### src/rtl/accum32_pkg.sv
`default_nettype none
// ============================================================================
//  Module      : accum32_pkg
//  Description : Shared types and constants for the streaming 32-bit
//                accumulator (state encoding, saturation limits, data width).
//  Revision    : 1.0 - initial release
// ============================================================================
package accum32_pkg;

    localparam int          DATA_W  = 32;
    localparam logic [31:0] SAT_POS = 32'h7FFFFFFF;
    localparam logic [31:0] SAT_NEG = 32'h80000000;

    typedef enum logic [1:0] {
        IDLE  = 2'd0,
        ACCUM = 2'd1,
        HOLD  = 2'd2
    } state_t;

endpackage : accum32_pkg
`default_nettype wire

### src/rtl/accum32_unit.sv
`default_nettype none
// ============================================================================
//  Module      : accum32_unit
//  Description : Streaming 32-bit signed accumulator. Drives an external
//                carry-select adder with (running total, current sample),
//                registers its sum on every accepted beat and presents the
//                burst total, beat count and sticky overflow flag on a
//                valid/ready result port.
//  Options     : ACCUM32_SATURATE_EN - clamp the running total to the signed
//                32-bit limits on overflow instead of wrapping.
//  Revision    : 1.0 - initial release
// ============================================================================
module accum32_unit
    import accum32_pkg::*;
#(
    parameter int CNT_W = 16
) (
    input  logic                clk,
    input  logic                rst,
    input  logic                in_valid,
    output logic                in_ready,
    input  logic [DATA_W-1:0]   in_data,
    input  logic                in_last,
    output logic [DATA_W-1:0]   add_a,
    output logic [DATA_W-1:0]   add_b,
    input  logic [DATA_W-1:0]   add_sum,
    input  logic                add_ovf,
    output logic                out_valid,
    input  logic                out_ready,
    output logic [DATA_W-1:0]   out_sum,
    output logic [CNT_W-1:0]    out_count,
    output logic                out_ovf
);

    state_t              r_state;
    state_t              w_next_state;

    logic [DATA_W-1:0]   r_acc;
    logic [CNT_W-1:0]    r_count;
    logic                r_ovf;

    logic                r_out_valid;
    logic [DATA_W-1:0]   r_out_sum;
    logic [CNT_W-1:0]    r_out_count;
    logic                r_out_ovf;

    logic                w_accept;
    logic                w_handshake;
    logic                w_enter_hold;
    logic [DATA_W-1:0]   w_acc_next;
    logic [CNT_W-1:0]    w_count_next;
    logic                w_ovf_next;

    // The adder is outside this block: operand A is the running total,
    // operand B is the raw sample regardless of in_valid.
    assign add_a        = r_acc;
    assign add_b        = in_data;

    assign in_ready     = (r_state != HOLD);
    assign w_accept     = in_valid && in_ready;
    assign w_handshake  = r_out_valid && out_ready;
    assign w_enter_hold = w_accept && in_last;

`ifdef ACCUM32_SATURATE_EN
    // Overflow can only happen when both operands share a sign, so the sign
    // of the sample tells which rail the true sum ran past.
    assign w_acc_next   = add_ovf ? (in_data[DATA_W-1] ? SAT_NEG : SAT_POS) : add_sum;
`else
    assign w_acc_next   = add_sum;
`endif

    // Beat count sticks at all-ones rather than wrapping back to zero.
    assign w_count_next = (r_count == {CNT_W{1'b1}}) ? r_count : r_count + CNT_W'(1);
    assign w_ovf_next   = r_ovf | add_ovf;

    assign out_valid    = r_out_valid;
    assign out_sum      = r_out_sum;
    assign out_count    = r_out_count;
    assign out_ovf      = r_out_ovf;

    // State register.
    always_ff @(posedge clk or posedge rst) begin
        if (rst) begin
            r_state <= IDLE;
        end else begin
            r_state <= w_next_state;
        end
    end

    // Next-state logic: a last beat closes the burst, the result handshake reopens input.
    always_comb begin
        w_next_state = r_state;
        unique case (r_state)
            IDLE: begin
                if (w_accept) begin
                    w_next_state = in_last ? HOLD : ACCUM;
                end
            end
            ACCUM: begin
                if (w_enter_hold) begin
                    w_next_state = HOLD;
                end
            end
            HOLD: begin
                if (w_handshake) begin
                    w_next_state = IDLE;
                end
            end
            default: begin
                w_next_state = IDLE;
            end
        endcase
    end

    // Running total, beat count and sticky overflow; cleared once the result is taken.
    always_ff @(posedge clk or posedge rst) begin
        if (rst) begin
            r_acc   <= '0;
            r_count <= '0;
            r_ovf   <= 1'b0;
        end else if (w_accept) begin
            r_acc   <= w_acc_next;
            r_count <= w_count_next;
            r_ovf   <= w_ovf_next;
        end else if (w_handshake) begin
            r_acc   <= '0;
            r_count <= '0;
            r_ovf   <= 1'b0;
        end
    end

    // Result port: capture post-beat values on the last beat, hold until taken.
    always_ff @(posedge clk or posedge rst) begin
        if (rst) begin
            r_out_valid <= 1'b0;
            r_out_sum   <= '0;
            r_out_count <= '0;
            r_out_ovf   <= 1'b0;
        end else if (w_enter_hold) begin
            r_out_valid <= 1'b1;
            r_out_sum   <= w_acc_next;
            r_out_count <= w_count_next;
            r_out_ovf   <= w_ovf_next;
        end else if (w_handshake) begin
            r_out_valid <= 1'b0;
        end
    end

endmodule : accum32_unit
`default_nettype wire

### config.mk
export PLATFORM = sky130hd
export DESIGN_NAME = accum32_unit
export DESIGN_NICKNAME = d
export VERILOG_FILES = /design/src/rtl/accum32_pkg.sv /design/src/rtl/accum32_unit.sv
export SDC_FILE = /design/constraint.sdc
export NUM_CORES = 1
export LEC_CHECK = 0
export ABC_AREA = 0
export CAP_MARGIN = 5
export CELL_PAD_IN_SITES_DETAIL_PLACEMENT = 1
export CELL_PAD_IN_SITES_GLOBAL_PLACEMENT = 1
export CORE_ASPECT_RATIO = 0.7
export CORE_MARGIN = 3
export CORE_UTILIZATION = 29
export CTS_CLUSTER_DIAMETER = 30
export DETAILED_ROUTE_END_ITERATION = 10
export HOLD_SLACK_MARGIN = 0.03
export PLACE_DENSITY_LB_ADDON = 0.05
export SLEW_MARGIN = 20
export SYNTH_ARGS = -nofsm -noshare
export SYNTH_HDL_FRONTEND = slang
export SYNTH_SLANG_ARGS = --single-unit
### constraint.sdc
create_clock -name clk -period 3.1 [get_ports clk]
set_clock_uncertainty 0.2 [all_clocks]
set_input_delay 0.465 -clock clk [delete_from_list [all_inputs] [get_ports clk]]
set_output_delay 0.465 -clock clk [all_outputs]
set_load 0.02 [all_outputs]
Yosys cells after proc, flatten, opt, wreduce, memory -nomap -nowiden
Cells that the tools add are included.

Register bits after elaboration: 101. Bits in latches: 0. Bits in writable memories: 0. ROM bits: 0. Input port bits: 70. Output and inout bits: 115. Word-level logic and storage cells: 37. Memories kept: 0.

Add/sub/neg operators: 1. Multiply operators: 0. Divide/modulo/power cells: 0. Order comparisons: 0. Eq/ne operators: 7. Shifts and indexed selects: 0. Mux-type cells: 13. Bitwise operators: 1. Reductions and logical operators: 7.

Operators with widths (count): 32-bit two-way mux (2); 16-bit two-way mux (3); 16-bit by 1-bit adder with 16-bit output (second input constant) (1); 16-bit == test (second input constant) (1); 2-bit two-way mux (4); 2-bit inequality test (second input constant) (4); 2-bit one-hot mux with 3 select lines (1); 2-bit nonzero test (2); 1-bit logical AND (3); 1-bit two-way mux (3); 3-bit AND reduction (1); 2-bit by 1-bit == test with 1-bit output (second input constant) (1); 2-bit == test (second input constant) (1); 2-bit logical NOT (1); 1-bit OR (1).

Depth between registers and ports, before layout
Depth after elaboration: 5. Gate-level depth with buffers: 7. Depth with buffers taken out: 5.

Worst setup path before layout
Ideal clock, no wire load.

Path kind: reg-to-reg. From: reg r_count[0]. To: reg r_out_count[14], in the netlist out_count[14]. Library setup time: 0.135 ns. Arrival: 1.563 ns. Required time: 2.765 ns. Path slack: 1.202 ns. Stages on the path, launching flop included: 6. Buffers on the path: 0. Period minus slack after synthesis: 1.898 ns. Path through: dfrtp_1 > ha_1 > nand3_2 > nor4_1 > mux2i_1 > o21ai_0.

Cells in the longest elaborated chain, start to end: 2. Elaborated cells on any way between the ends: 3. Classes of those cells: add/sub (1); eq/ne (1); mux (1).

RTL lines: from (decl) (line accum32_unit.sv:39) `logic [CNT_W-1:0] r_count;`; from (signal assigned) (line accum32_unit.sv:123) `r_count <= w_count_next;`; 16-bit by 1-bit adder with 16-bit output or 16-bit == test (tied branches) (line accum32_unit.sv:73) `assign w_count_next = (r_count == {CNT_W{1'b1}}) ? r_count : r_count + CNT_W'(1);`; 16-bit two-way mux (*) (line accum32_unit.sv:73); to (signal assigned) (line accum32_unit.sv:142) `r_out_count <= w_count_next;`; to (decl) (line accum32_unit.sv:44) `logic [CNT_W-1:0] r_out_count;`.

Every way passes the cells marked *; elsewhere a longest branch is shown, timed or not. A chain may end at the register's enable or synchronous reset.

Worst setup path in the final report
From: reg r_state[1]. To: out in_ready.

Cells in the longest elaborated chain, start to end: 1.

RTL lines: from (decl) (line accum32_unit.sv:35) `state_t r_state;`; from (signal assigned) (line accum32_unit.sv:86) `r_state <= w_next_state;`; 2-bit inequality test (line accum32_unit.sv:59) `assign in_ready = (r_state != HOLD);`; to (decl) (line accum32_unit.sv:21) `output logic in_ready,`.

No other way between the ends.

==> qor.csv <==
metric,value,unit
clk sink count,101,
Top Ports,185,
design area,6070,µm²
"slowest stage delay, CP",0.62,ns
min Tclk post-route,2.68,ns
Hold Path Class,register to register,
initial core utilization,30.3,%
post-CTS resize count,0,
number of cells after detailed placement,722,
Die Y,111,µm
setup repair bufs after CTS,0,
site row count,37,
initial antenna violation count,0,
peak fanout along the critical path,6,
root buf cell,clkbuf_16,
Main synth FF type,dfrtp_1,
RSZ-0062 raised after global routing,no,
Overall Power,5370,µW
Ys Warns,0,
port bufs,120,
# DRC,0,
Power Dens Cells,884,nW/µm²
H-tree lvl count,3,
number of fill cells,1652,
top-count cell post-synth,nand2_1,
"Area growth, synth to finish",33.3,%
Critical Path AT,2.01,ns
final non-filler cell total,738,
CTS buffer count,9,
startpoint types,register,
Fin. Hold Viols,0,
"Max stage delay cell, worst path",clkdlybuf4s50_1,
layout cells sized above 1,6.81,%
vias in the first global route,4044,
Syn Area/Cell,10.0,µm²
via count,3735,
first-pass iteration count of the detailed router,4,
GRT overflow,0,
CP Capture Type,output pin,
Mapped Cells,454,
slew margin rel.,55.8,%
Final setup viols,0,
area of the multi-input gates,1650,µm²
Skew-Pair Late Insertion Delay,0.35,ns
clock buffer depth,2,
Tcrit/Tclk final,86.4,%
"Clk pin slew, worst setup/hold paths",0.06,ns
via/cell ratio,5.06,
Yosys reg bits,101,
hold_buf cts,0,
Total GRT Usage,16.9,%
Synth top area share,55.5,%
core area,15000,µm²
DP Worst Slack,0.688,ns
synth cell count leaders,"120 x nand2_1, 101 x dfrtp_1, 34 x a22o_1",
post-synthesis sequential area ratio,55.5,%
ANT nets after route,0,
setup TNS,0,ns
Mapped Area,4550,µm²
placed cell area,5770,µm²
final slew viol count,0,
Max VDD drop,340,µV
Post-DP HPWL,9.66,mm
TritonCTS clock tree,done,
largest net degree at the start of global routing,52,
status,"complete, no violations",
Post-synth EDFFs,0,
cell taking the most area after synthesis,dfrtp_1,
f_max,373,MHz
"Cell Chain, Critical Path",nor2b_1 -> inv_1 -> clkdlybuf4s50_1,
gpl congestion,0.788,
Cell variety after synth,45,
die area,17300,µm²
WL final,14.0,mm
kind of critical path,register to output pin,
worst path required time,2.43,ns
DR iter-0 viols,151,
final worst slack,0.421,ns
Die W,156,µm
post-synthesis async set-or-reset flop share,100,%
syn nets,525,
Worst-Margin Slew,0.661,ns
Pleak,0.00266,µW
Synth area leaders,"dfrtp_1 55%, nand2_1 9.9%, a22o_1 6.5%",
routed len/inst,19.0,µm
nets,609,
first-pass GRT wire length,23.1,mm
number of diodes,0,
Sequential Area,2530,µm²
maxcap violations,0,
## worst max-delay path, delay by kind of cell (launching register included)
family / cells / cell delay, ns
buf+inv: 2 / 0.88
simple gates: 1 / 0.42
flops: 1 / 0.36
## layout make-up
type | count | share of cell area, %
Sequential cell | 101 | 41.6
Multi-Input combinational cell | 290 | 27.2
Timing Repair Buffer | 129 | 21.7
Clock buffer | 12 | 4.06
Tap cell | 195 | 4.02
Clock inverter | 4 | 0.907
Inverter | 7 | 0.495
## sequential cells by signal (all words and copies together) (netlist names)
register / flops
out_ovf: 1
r_ovf: 1
out_valid: 1
r_count: 16
out_count: 16
out_sum: 32
r_state: 2
add_a: 32
## logic make-up after synthesis
kind of cell,after synthesis,synth area share [%]
DFF,101,55.5
xor gates and xnor gates,5,0.961
and+or+nand+nor,173,17.5
muxes,2,0.440
AOI/OAI and AO/OA,109,16.4
adders and majority gates,1,0.275
buffers and inverters,63,8.96
## per-stage QoR
step | utilization (%) | hold slack, ns
floorplan | - | 0.218
global placement | 38.4 | 0.242
detailed placement | 38.4 | 0.245
CTS | 40.4 | 0.254
global route | 40.4 | 0.264
finish | 40.4 | 0.250
## power by group
part	leakage, µW	total [µW]	internal [µW]	switching (µW)
registers	0.00129	2020	1730	283
clock network	0.000143	1180	654	524
logic	0.00123	2170	1000	1170
## routing by layer
layer	global-route usage [%]	share of wire (%)
met1	23.8	49
met2	24.4	42
met3	5.81	7.4
met4	4.82	1.6
met5	0	0
## cell usage in the layout (no fill, tap or decap), types with 7 or more instances in the layout
master / n
nand2_1: 120
clkdlybuf4s50_1: 120
dfrtp_1: 101
a22o_1: 34
o21ai_0: 31
a21oi_1: 17
nor2_1: 12
clkbuf_16: 9
a31oi_1: 8
nand3_1: 7
## worst paths after layout
kind,startpoint,to,slack [ns],depth (start not counted)
worst min register to register,r_state[1]$_DFFE_PP0P_,r_state[0]$_DFFE_PP0P_,0.25,1
worst max-delay path,r_state[1]$_DFFE_PP0P_,in_ready,0.42,3
max in group asynchronous,rst,r_count[3]$_DFFE_PP0P_,1.83,3
worst min-delay path,r_state[1]$_DFFE_PP0P_,r_state[0]$_DFFE_PP0P_,0.25,1
worst max register to register,r_state[1]$_DFFE_PP0P_,add_a[18]$_DFFE_PP0P_,0.77,5
min in group asynchronous,rst,add_a[11]$_DFFE_PP0P_,0.27,2
Note: power is estimated with default switching activity, not from simulation.
